**src/rtl/traffic_pkg.sv**
```systemverilog
// Shared light codes, phase enum and light-vector decode for the traffic timer.
// Used by traffic_phase_timer and its bench; no ports.
package traffic_pkg;

   localparam logic [1:0] LIGHT_GREEN  = 2'b01;
   localparam logic [1:0] LIGHT_YELLOW = 2'b10;
   localparam logic [1:0] LIGHT_RED    = 2'b11;

   typedef enum logic [1:0] {
      PH_RED,
      PH_GREEN,
      PH_YELLOW
   } phase_t;

   // Green beats yellow beats red; code 00 falls through to red.
   function automatic phase_t decode_phase(input logic [7:0] v);
      logic g;
      logic y;
      g = 1'b0;
      y = 1'b0;
      for (int i = 0; i < 4; i++) begin
         if (v[2*i +: 2] == LIGHT_GREEN)  g = 1'b1;
         if (v[2*i +: 2] == LIGHT_YELLOW) y = 1'b1;
      end
      if (g)      return PH_GREEN;
      else if (y) return PH_YELLOW;
      else        return PH_RED;
   endfunction

   // Conflicting movements (two or more fields not red) or a dark field.
   function automatic logic illegal_pattern(input logic [7:0] v);
      int  n;
      logic dark;
      n    = 0;
      dark = 1'b0;
      for (int i = 0; i < 4; i++) begin
         if (v[2*i +: 2] != LIGHT_RED) n++;
         if (v[2*i +: 2] == 2'b00)     dark = 1'b1;
      end
      return (n > 1) || dark;
   endfunction

endpackage

```
**src/rtl/traffic_phase_timer_if.sv**
```systemverilog
// Light buses from the controller and expiry flags back to it.
// master = controller (drives lights), slave = timer (drives flags).
interface traffic_phase_timer_if;

   logic [1:0] S1_S3;
   logic [1:0] S2_S4;
   logic [1:0] S1T_S3T;
   logic [1:0] S2T_S4T;
   logic       tGreen;
   logic       tYellow;
   logic       tRed;
   logic       fault;

   modport master (
      output S1_S3, S2_S4, S1T_S3T, S2T_S4T,
      input  tGreen, tYellow, tRed, fault
   );

   modport slave (
      input  S1_S3, S2_S4, S1T_S3T, S2T_S4T,
      output tGreen, tYellow, tRed, fault
   );

endinterface

```
**src/rtl/traffic_tick_gen.sv**
```systemverilog
// CLK_DIV prescaler: one-cycle tick every CLK_DIV clocks, restarted by clr.
// Ports: clock, reset (sync, high), clr (sync restart), tick (out).
module traffic_tick_gen #(
   parameter int CLK_DIV = 1000
) (
   input  logic clock,
   input  logic reset,
   input  logic clr,
   output logic tick
);

   localparam int PW = (CLK_DIV > 1) ? $clog2(CLK_DIV) : 1;

   logic [PW-1:0] pre;
   logic          wrap;

   assign wrap = (pre == PW'(CLK_DIV - 1));
   assign tick = wrap;

   always_ff @(posedge clock) begin
      if (reset || clr) begin
         pre <= '0;
      end else if (wrap) begin
         pre <= '0;
      end else begin
         pre <= pre + 1'b1;
      end
   end

endmodule

```
**src/rtl/traffic_phase_timer.sv**
```systemverilog
// Times how long the current light pattern is held; raises tGreen/tYellow/tRed.
// Ports: clock, reset (sync, high), bus (slave: lights in, flags + fault out).
// Option: TRAFFIC_TIMER_FAULT_DETECT_EN enables sticky illegal-pattern fault.
module traffic_phase_timer
   import traffic_pkg::*;
#(
   parameter int CLK_DIV      = 1000,
   parameter int CNT_W        = 8,
   parameter int GREEN_TICKS  = 30,
   parameter int YELLOW_TICKS = 4,
   parameter int RED_TICKS    = 2
) (
   input  logic                 clock,
   input  logic                 reset,
   traffic_phase_timer_if.slave bus
);

   logic [7:0]       v;
   logic [7:0]       prev;
   logic             change;
   logic             tick;
   logic             kill;
   logic [CNT_W-1:0] cnt;
   logic [CNT_W-1:0] dur;
   phase_t           ph;
   logic             tg;
   logic             ty;
   logic             tr;

   assign v      = {bus.S1_S3, bus.S2_S4, bus.S1T_S3T, bus.S2T_S4T};
   assign change = (v != prev);
   // prev equals v whenever timing runs, so its phase is the live one.
   assign ph     = decode_phase(prev);

   always_comb begin
      dur = CNT_W'(RED_TICKS);
      case (ph)
         PH_GREEN:  dur = CNT_W'(GREEN_TICKS);
         PH_YELLOW: dur = CNT_W'(YELLOW_TICKS);
         default:   dur = CNT_W'(RED_TICKS);
      endcase
   end

   traffic_tick_gen #(
      .CLK_DIV (CLK_DIV)
   ) u_tick (
      .clock (clock),
      .reset (reset),
      .clr   (change),
      .tick  (tick)
   );

`ifdef TRAFFIC_TIMER_FAULT_DETECT_EN
   logic fault_q;
   logic fault_set;

   assign fault_set = illegal_pattern(v);
   assign kill      = fault_q | fault_set;
   assign bus.fault = fault_q;

   always_ff @(posedge clock) begin
      if (reset) fault_q <= 1'b0;
      else       fault_q <= fault_q | fault_set;
   end
`else
   assign kill      = 1'b0;
   assign bus.fault = 1'b0;
`endif

   always_ff @(posedge clock) begin
      if (reset) begin
         prev <= 8'hFF;
         cnt  <= '0;
         tg   <= 1'b0;
         ty   <= 1'b0;
         tr   <= 1'b0;
      end else if (change) begin
         prev <= v;
         cnt  <= '0;
         tg   <= 1'b0;
         ty   <= 1'b0;
         tr   <= 1'b0;
      end else begin
         // Saturate at dur; the flag for this phase sets on the last tick.
         if (tick && cnt < dur) begin
            cnt <= cnt + 1'b1;
            if (cnt + 1'b1 == dur) begin
               tg <= (ph == PH_GREEN);
               ty <= (ph == PH_YELLOW);
               tr <= (ph == PH_RED);
            end
         end
         // A fault freezes the controller by holding all expiries low.
         if (kill) begin
            tg <= 1'b0;
            ty <= 1'b0;
            tr <= 1'b0;
         end
      end
   end

   assign bus.tGreen  = tg;
   assign bus.tYellow = ty;
   assign bus.tRed    = tr;

endmodule

```
**src/flat_wrapper.sv**
```systemverilog
// flat-port wrapper written by rule: the top's interface ports become plain ports
module traffic_phase_timer_flat import traffic_pkg::*;
#(
   parameter int CLK_DIV      = 1000,
   parameter int CNT_W        = 8,
   parameter int GREEN_TICKS  = 30,
   parameter int YELLOW_TICKS = 4,
   parameter int RED_TICKS    = 2
)
  (clock, reset, bus_S1_S3, bus_S2_S4, bus_S1T_S3T, bus_S2T_S4T, bus_tGreen, bus_tYellow, bus_tRed, bus_fault);
  traffic_phase_timer_if bus_i ();
  input  logic clock;
  input  logic reset;
  input wire logic [$bits(bus_i.S1_S3)-1:0] bus_S1_S3;
  input wire logic [$bits(bus_i.S2_S4)-1:0] bus_S2_S4;
  input wire logic [$bits(bus_i.S1T_S3T)-1:0] bus_S1T_S3T;
  input wire logic [$bits(bus_i.S2T_S4T)-1:0] bus_S2T_S4T;
  output wire logic [$bits(bus_i.tGreen)-1:0] bus_tGreen;
  output wire logic [$bits(bus_i.tYellow)-1:0] bus_tYellow;
  output wire logic [$bits(bus_i.tRed)-1:0] bus_tRed;
  output wire logic [$bits(bus_i.fault)-1:0] bus_fault;
  assign bus_i.S1_S3 = bus_S1_S3;
  assign bus_i.S2_S4 = bus_S2_S4;
  assign bus_i.S1T_S3T = bus_S1T_S3T;
  assign bus_i.S2T_S4T = bus_S2T_S4T;
  assign bus_tGreen = bus_i.tGreen;
  assign bus_tYellow = bus_i.tYellow;
  assign bus_tRed = bus_i.tRed;
  assign bus_fault = bus_i.fault;
  traffic_phase_timer #(.CLK_DIV(CLK_DIV), .CNT_W(CNT_W), .GREEN_TICKS(GREEN_TICKS), .YELLOW_TICKS(YELLOW_TICKS), .RED_TICKS(RED_TICKS)) u_core (.clock(clock), .reset(reset), .bus(bus_i));
endmodule
```
**config.mk**
```make
export PLATFORM = sky130hd
export DESIGN_NAME = traffic_phase_timer_flat
export DESIGN_NICKNAME = d
export VERILOG_FILES = /design/src/rtl/traffic_pkg.sv /design/src/rtl/traffic_phase_timer_if.sv /design/src/rtl/traffic_tick_gen.sv /design/src/rtl/traffic_phase_timer.sv /design/src/flat_wrapper.sv
export SDC_FILE = /design/constraint.sdc
export NUM_CORES = 1
export LEC_CHECK = 0
export CORE_MARGIN = 8
export CORE_UTILIZATION = 36
export CTS_BUF_LIST = sky130_fd_sc_hd__clkbuf_2 sky130_fd_sc_hd__clkbuf_4 sky130_fd_sc_hd__clkbuf_8
export DETAILED_ROUTE_END_ITERATION = 8
export GPL_ROUTABILITY_DRIVEN = 0
export SLEW_MARGIN = 20
export SYNTH_ARGS = -nofsm -noshare
export SYNTH_HDL_FRONTEND = slang
export SYNTH_SLANG_ARGS = --single-unit
```
**constraint.sdc**
```tcl
create_clock -name clock -period 2.8 [get_ports clock]
set_input_delay 0.56 -clock clock [delete_from_list [all_inputs] [get_ports clock]]
set_output_delay 0.56 -clock clock [all_outputs]
set_load 0.02 [all_outputs]
```
[Word level (Yosys, flattened, before mapping)]
Index checks and enable logic that the tools add are counted.
Cells by class
  $lt $le $gt $ge: 1
  add/subtract/negate cells: 2
  equal/unequal tests: 13
  reductions and logical operators: 6
  multiplexer cells: 11
Operators by type and width (number)
  $add 10x1->10 const B: 1
  $eq 10x10->1 const B: 1
  $eq 2x1->1 const B: 5
  $eq 2x2->1 const B: 5
  $pmux 5 s2: 1
  $add 8x1->8 const B: 1
  $eq 8x5->1: 1
  $lt 8x5->1: 1
  $mux 1: 8
  $ne 8x8->1: 1
  $mux 2: 2
  $reduce_or 2->1: 2
  $logic_not 2->1: 1
  $reduce_and 2->1: 1
  $logic_and 1x1->1: 1
  $logic_or 1x1->1: 1
Word-level totals
  logic and storage cells: 39
  input port bits: 10
  output and inout port bits: 4
  register bits after elaboration: 29

[Logic depth before layout (Yosys ltp)]
  depth after elaboration: 12
  mapped depth: 10
  gate-level depth less buffers: 10

[Hierarchy]
A second synthesis with hierarchy kept.
Unflattened totals
  cell total of the unflattened synthesis: 171
  area total of the unflattened synthesis: 1576.5 um2
Modules (own cells, without submodules)
  traffic_phase_timer: times used 1, cells an instance 119, seq. area each 380.4 um2, area each 1117.3 um2
  traffic_tick_gen: times used 1, cells an instance 52, seq. area each 200.2 um2, area each 459.2 um2

[Worst setup path before layout]
Ideal clock, no wire load.
  kind: register -> register
  from: register u_core.prev[6]
  to: register u_core.cnt[4]
  period minus slack after synthesis: 2.489 ns
  library setup time: 0.128 ns
  buffers on the path: 0
  cell stages (with the launch flop): 11
  setup slack: 0.311 ns
  arrival: 2.362 ns
  data required time: 2.672 ns
  cells stage by stage: dfxtp_1 -> inv_1 -> o2111ai_1 -> inv_2 -> ha_1 -> nor4_2 -> or4b_4 -> a311oi_4 -> nand4_1 -> xor2_1 -> nor2_1
Between the ends
  word-level cells in the longest chain between the ends: 8
  elaborated cells between the ends (all ways): 13
  those cells by class: order compare: 1; eq/ne: 5; mux: 5; reduce/logical: 2
RTL lines
  start, declared: line traffic_phase_timer.sv:19  | logic [7:0] prev;
  start signal, assigned: line traffic_phase_timer.sv:78  | prev <= v;
  $eq 2x2->1: line traffic_pkg.sv:23  | if (v[2*i +: 2] == LIGHT_YELLOW) y = 1'b1;
  $mux 1: line traffic_pkg.sv:23
  $mux 2: line traffic_pkg.sv:26  | else if (y) return PH_YELLOW;
  $mux 2: line traffic_pkg.sv:25  | if (g) return PH_GREEN;
  $eq 2x2->1 / $eq 2x1->1 (equally long branches): line traffic_phase_timer.sv:37  | case (ph)
  $pmux 5 s2: line traffic_phase_timer.sv:37
  $lt 8x5->1: line traffic_phase_timer.sv:85  | if (tick && cnt < dur) begin
  $logic_and 1x1->1: line traffic_phase_timer.sv:85
  end signal, assigned: line traffic_phase_timer.sv:86  | cnt <= cnt + 1'b1;
  end, declared: line traffic_phase_timer.sv:23  | logic [CNT_W-1:0] cnt;
Parallel ways exist; a longest one is shown, timed or not.
A chain may end at the register's enable or synchronous reset.

[Worst setup path in the final report]
  from: register u_core.prev[3]
  to: register u_core.cnt[1]
Between the ends
  word-level cells in the longest chain between the ends: 10
  elaborated cells between the ends (all ways): 17
  those cells by class: order compare: 1; eq/ne: 5; mux: 9; reduce/logical: 2
RTL lines (line)
  $eq 2x2->1: traffic_pkg.sv:23
  $mux 1 (3 in series): traffic_pkg.sv:23
  $mux 2: traffic_pkg.sv:26
  $mux 2: traffic_pkg.sv:25
  $eq 2x2->1 / $eq 2x1->1 (equally long branches): traffic_phase_timer.sv:37
  $pmux 5 s2: traffic_phase_timer.sv:37
  $lt 8x5->1: traffic_phase_timer.sv:85
  $logic_and 1x1->1: traffic_phase_timer.sv:85
Parallel ways exist; a longest one is shown, timed or not.

==> run metrics <==
max-slew violations=0; Crit Path Max Fanout=6; initial antenna violation count=0; per-cell routed wire length=13.2 um; Setup CP Type=reg -> reg; CTS tree=done; DIE HEIGHT=82.3 um; Worst-Skew Late Latency=0.28 ns; design area=1880 um^2; Synthesized Nets=188; Vias=1246; Routed Antenna Nets=0; Vias/cell=5.15; total iterations of the first detailed-routing run=4; clock tree buffer depth=2; final core occ=43.7%; Diodes inserted=0; Root Driver=clkbuf_8; Yosys reg bits=29; Reg-to-Reg End=u_core.cnt[1]$_SDFFE_PP0P_; Sw Share=21.4%; max cap viols=0; final hold slack=0.439 ns; DRC Markers=0; Yosys cell types=48; layout cells sized above 1=16.3%; EDFF count, synth=0; Finish-stage setup viols=0; worst endpoint required time=2.97 ns; YS warnings=0; HP Start=u_core.u_tick.pre[0]$_SDFF_PP0_; Critical R2R Launch=u_core.prev[3]$_SDFFE_PP1P_; Sw Pwr=0.000195 W; global-route wire length before repair=5690 um; post-synthesis sequential area ratio=36.7%; Tot Pwr=0.000909 W; CP endpoint kind=flip-flop; maximum VDD drop=0.261 mV; largest net degree at the start of global routing=14; overall routing resource usage=10.8%; startpoint types=flip-flop; status=finished, final reports clean; port bufs=12; worst reg2reg path depth=10; Initial Utilization=36.9%; WHS Endpoint=u_core.u_tick.pre[0]$_SDFF_PP0_; CTS H-tree depth=2; Mapped Avg Cell Area=9.15 um^2; Core Region=4290 um^2; dpl hpwl=2460 um; IO Count=14; Hold Crit Class=reg -> reg; dpl cell area=1760 um^2; top_reg_cell synth=dfxtp_1; Clock transition at path regs=0.06 ns; logic gate share of total power=7.7%; Synth Cell Area=1580 um^2; ys async rst share=0%; Internal=0.000714 W; leak pwr=0.652 nW; Crit path arrival time=2.73 ns; Rows=24; total die area=6770 um^2; r2r setup slk=0.24 ns; final hold vios=0; Initial DRC Count=57; hold_buf cts=0; RSZ-0062 raised after global routing=no; vias in the first global route=1288; CTS Sinks=29; Tcrit/Tclk final=91.3%; area added between synthesis and finish=18.6%; Gate Count Post-Synth=173; Period minus WS final=2.56 ns; Seq pwr share=46.7%; PD cells=484 nW/um^2; Max Clock Skew=0.00587 ns; NumNets Final=205; Clock power frac=45.6%; setup TNS=0 ns; hold path depth=1; drt total wl=3190 um; Fmax=391 MHz; CTS buffer count=5; total congestion overflow=0; Die X=82.3 um
[power groups by stage]
stage / clock [W] / sequential (W) / combinational (W)
after floorplan: 0 / 0.000432 / 0.0000435
after global placement: 0 / 0.000433 / 0.0000672
after global routing: 0.000445 / 0.000425 / 0.0000770
after CTS: 0.000425 / 0.000424 / 0.0000689
final: 0.000414 / 0.000425 / 0.0000698
after detailed placement: 0 / 0.000434 / 0.0000687
[per-stage QoR]
step                worst slack [ns]  instances
CTS                            0.159        241
global placement               0.262        234
finish                         0.243        242
floorplan                      0.311        173
detailed placement             0.176        234
global route                  0.0766        242
[how the worst max path moves through the flow]
stage                                            from                          to  slack (ns)
after floorplan           u_core.prev[6]$_SDFFE_PP1P_  u_core.cnt[4]$_SDFFE_PP0P_        0.31
after global placement    u_core.prev[6]$_SDFFE_PP1P_  u_core.cnt[4]$_SDFFE_PP0P_        0.26
after detailed placement  u_core.prev[3]$_SDFFE_PP1P_  u_core.cnt[4]$_SDFFE_PP0P_        0.18
after CTS                 u_core.prev[3]$_SDFFE_PP1P_  u_core.cnt[4]$_SDFFE_PP0P_        0.16
after global routing      u_core.prev[6]$_SDFFE_PP1P_  u_core.cnt[1]$_SDFFE_PP0P_        0.08
final                     u_core.prev[3]$_SDFFE_PP1P_  u_core.cnt[1]$_SDFFE_PP0P_        0.24
[cell usage after synthesis (3+ instances only)]
| library cell | instances | area (um^2) |
|---|---|---|
| a21oi_1 | 5 | 25.0 |
| and3_1 | 4 | 25.0 |
| clkbuf_1 | 3 | 11.3 |
| dfxtp_1 | 29 | 581 |
| ha_1 | 5 | 62.6 |
| inv_1 | 8 | 30.0 |
| nand2_1 | 6 | 22.5 |
| nand2b_1 | 4 | 25.0 |
| nand3_1 | 4 | 20.0 |
| nand4_1 | 8 | 50.1 |
| nor2_1 | 22 | 82.6 |
| nor2b_1 | 3 | 18.8 |
| nor3_1 | 3 | 15.0 |
| or2_2 | 8 | 50.1 |
| xnor2_1 | 15 | 131 |
| xor2_1 | 7 | 61.3 |
[timing repair]
action                     in CTS  in global routing
setup endpoints to repair       0                  2
gates resized for setup         0                  1
setup buffers                   0                  1
[placed cells by master, fill, tap and decap left out, types with 6 or more instances in the layout]
master	count
clkdlybuf4s50_1	12
inv_1	8
dfxtp_1	29
nand4_1	8
or2_2	8
nand2_1	6
xnor2_1	15
xor2_1	7
nor2_1	22
[registers in the layout, indices dropped and copies added, names as in the netlist]
signal	cells
u_core.prev	8
u_core.cnt	8
u_core.bus.tYellow	1
u_core.bus.tGreen	1
u_core.u_tick.pre	10
u_core.bus.tRed	1
[cell families after synthesis]
family	synth area share, %
AOI/OAI and AO/OA	10.3
xor gates and xnor gates	12.2
adders and majority gates	3.95
buffers and inverters	3.64
DFF	36.7
muxes	2.06
other	0.237
and+or+nand+nor	31.0
[worst max-delay path, cell delays in order, from the launching register on]
cell	delay (ns)
dfxtp_1	0.32
nor2b_1	0.13
a2111o_1	0.50
nor2_1	0.19
ha_1	0.25
o21ai_1	0.18
a21oi_1	0.15
a311oi_4	0.31
buf_4	0.19
mux2i_1	0.17
nor2_1	0.05
[metal layers]
metal	wire, um	track usage [%]
met1	1520	12.9
met2	1480	16.8
met3	132	3.90
met4	56	5.44
met5	0	0
[layout make-up]
type	count	area (um^2)
multi-input cells	130	951
well taps	52	65.1
clock buffers	5	68.8
flip-flops and latches	29	581
inverters	9	33.8
clock inverters	2	35.0
repair buffers	15	143
fillers	414	2420
Power figures use the tool's default switching activity.
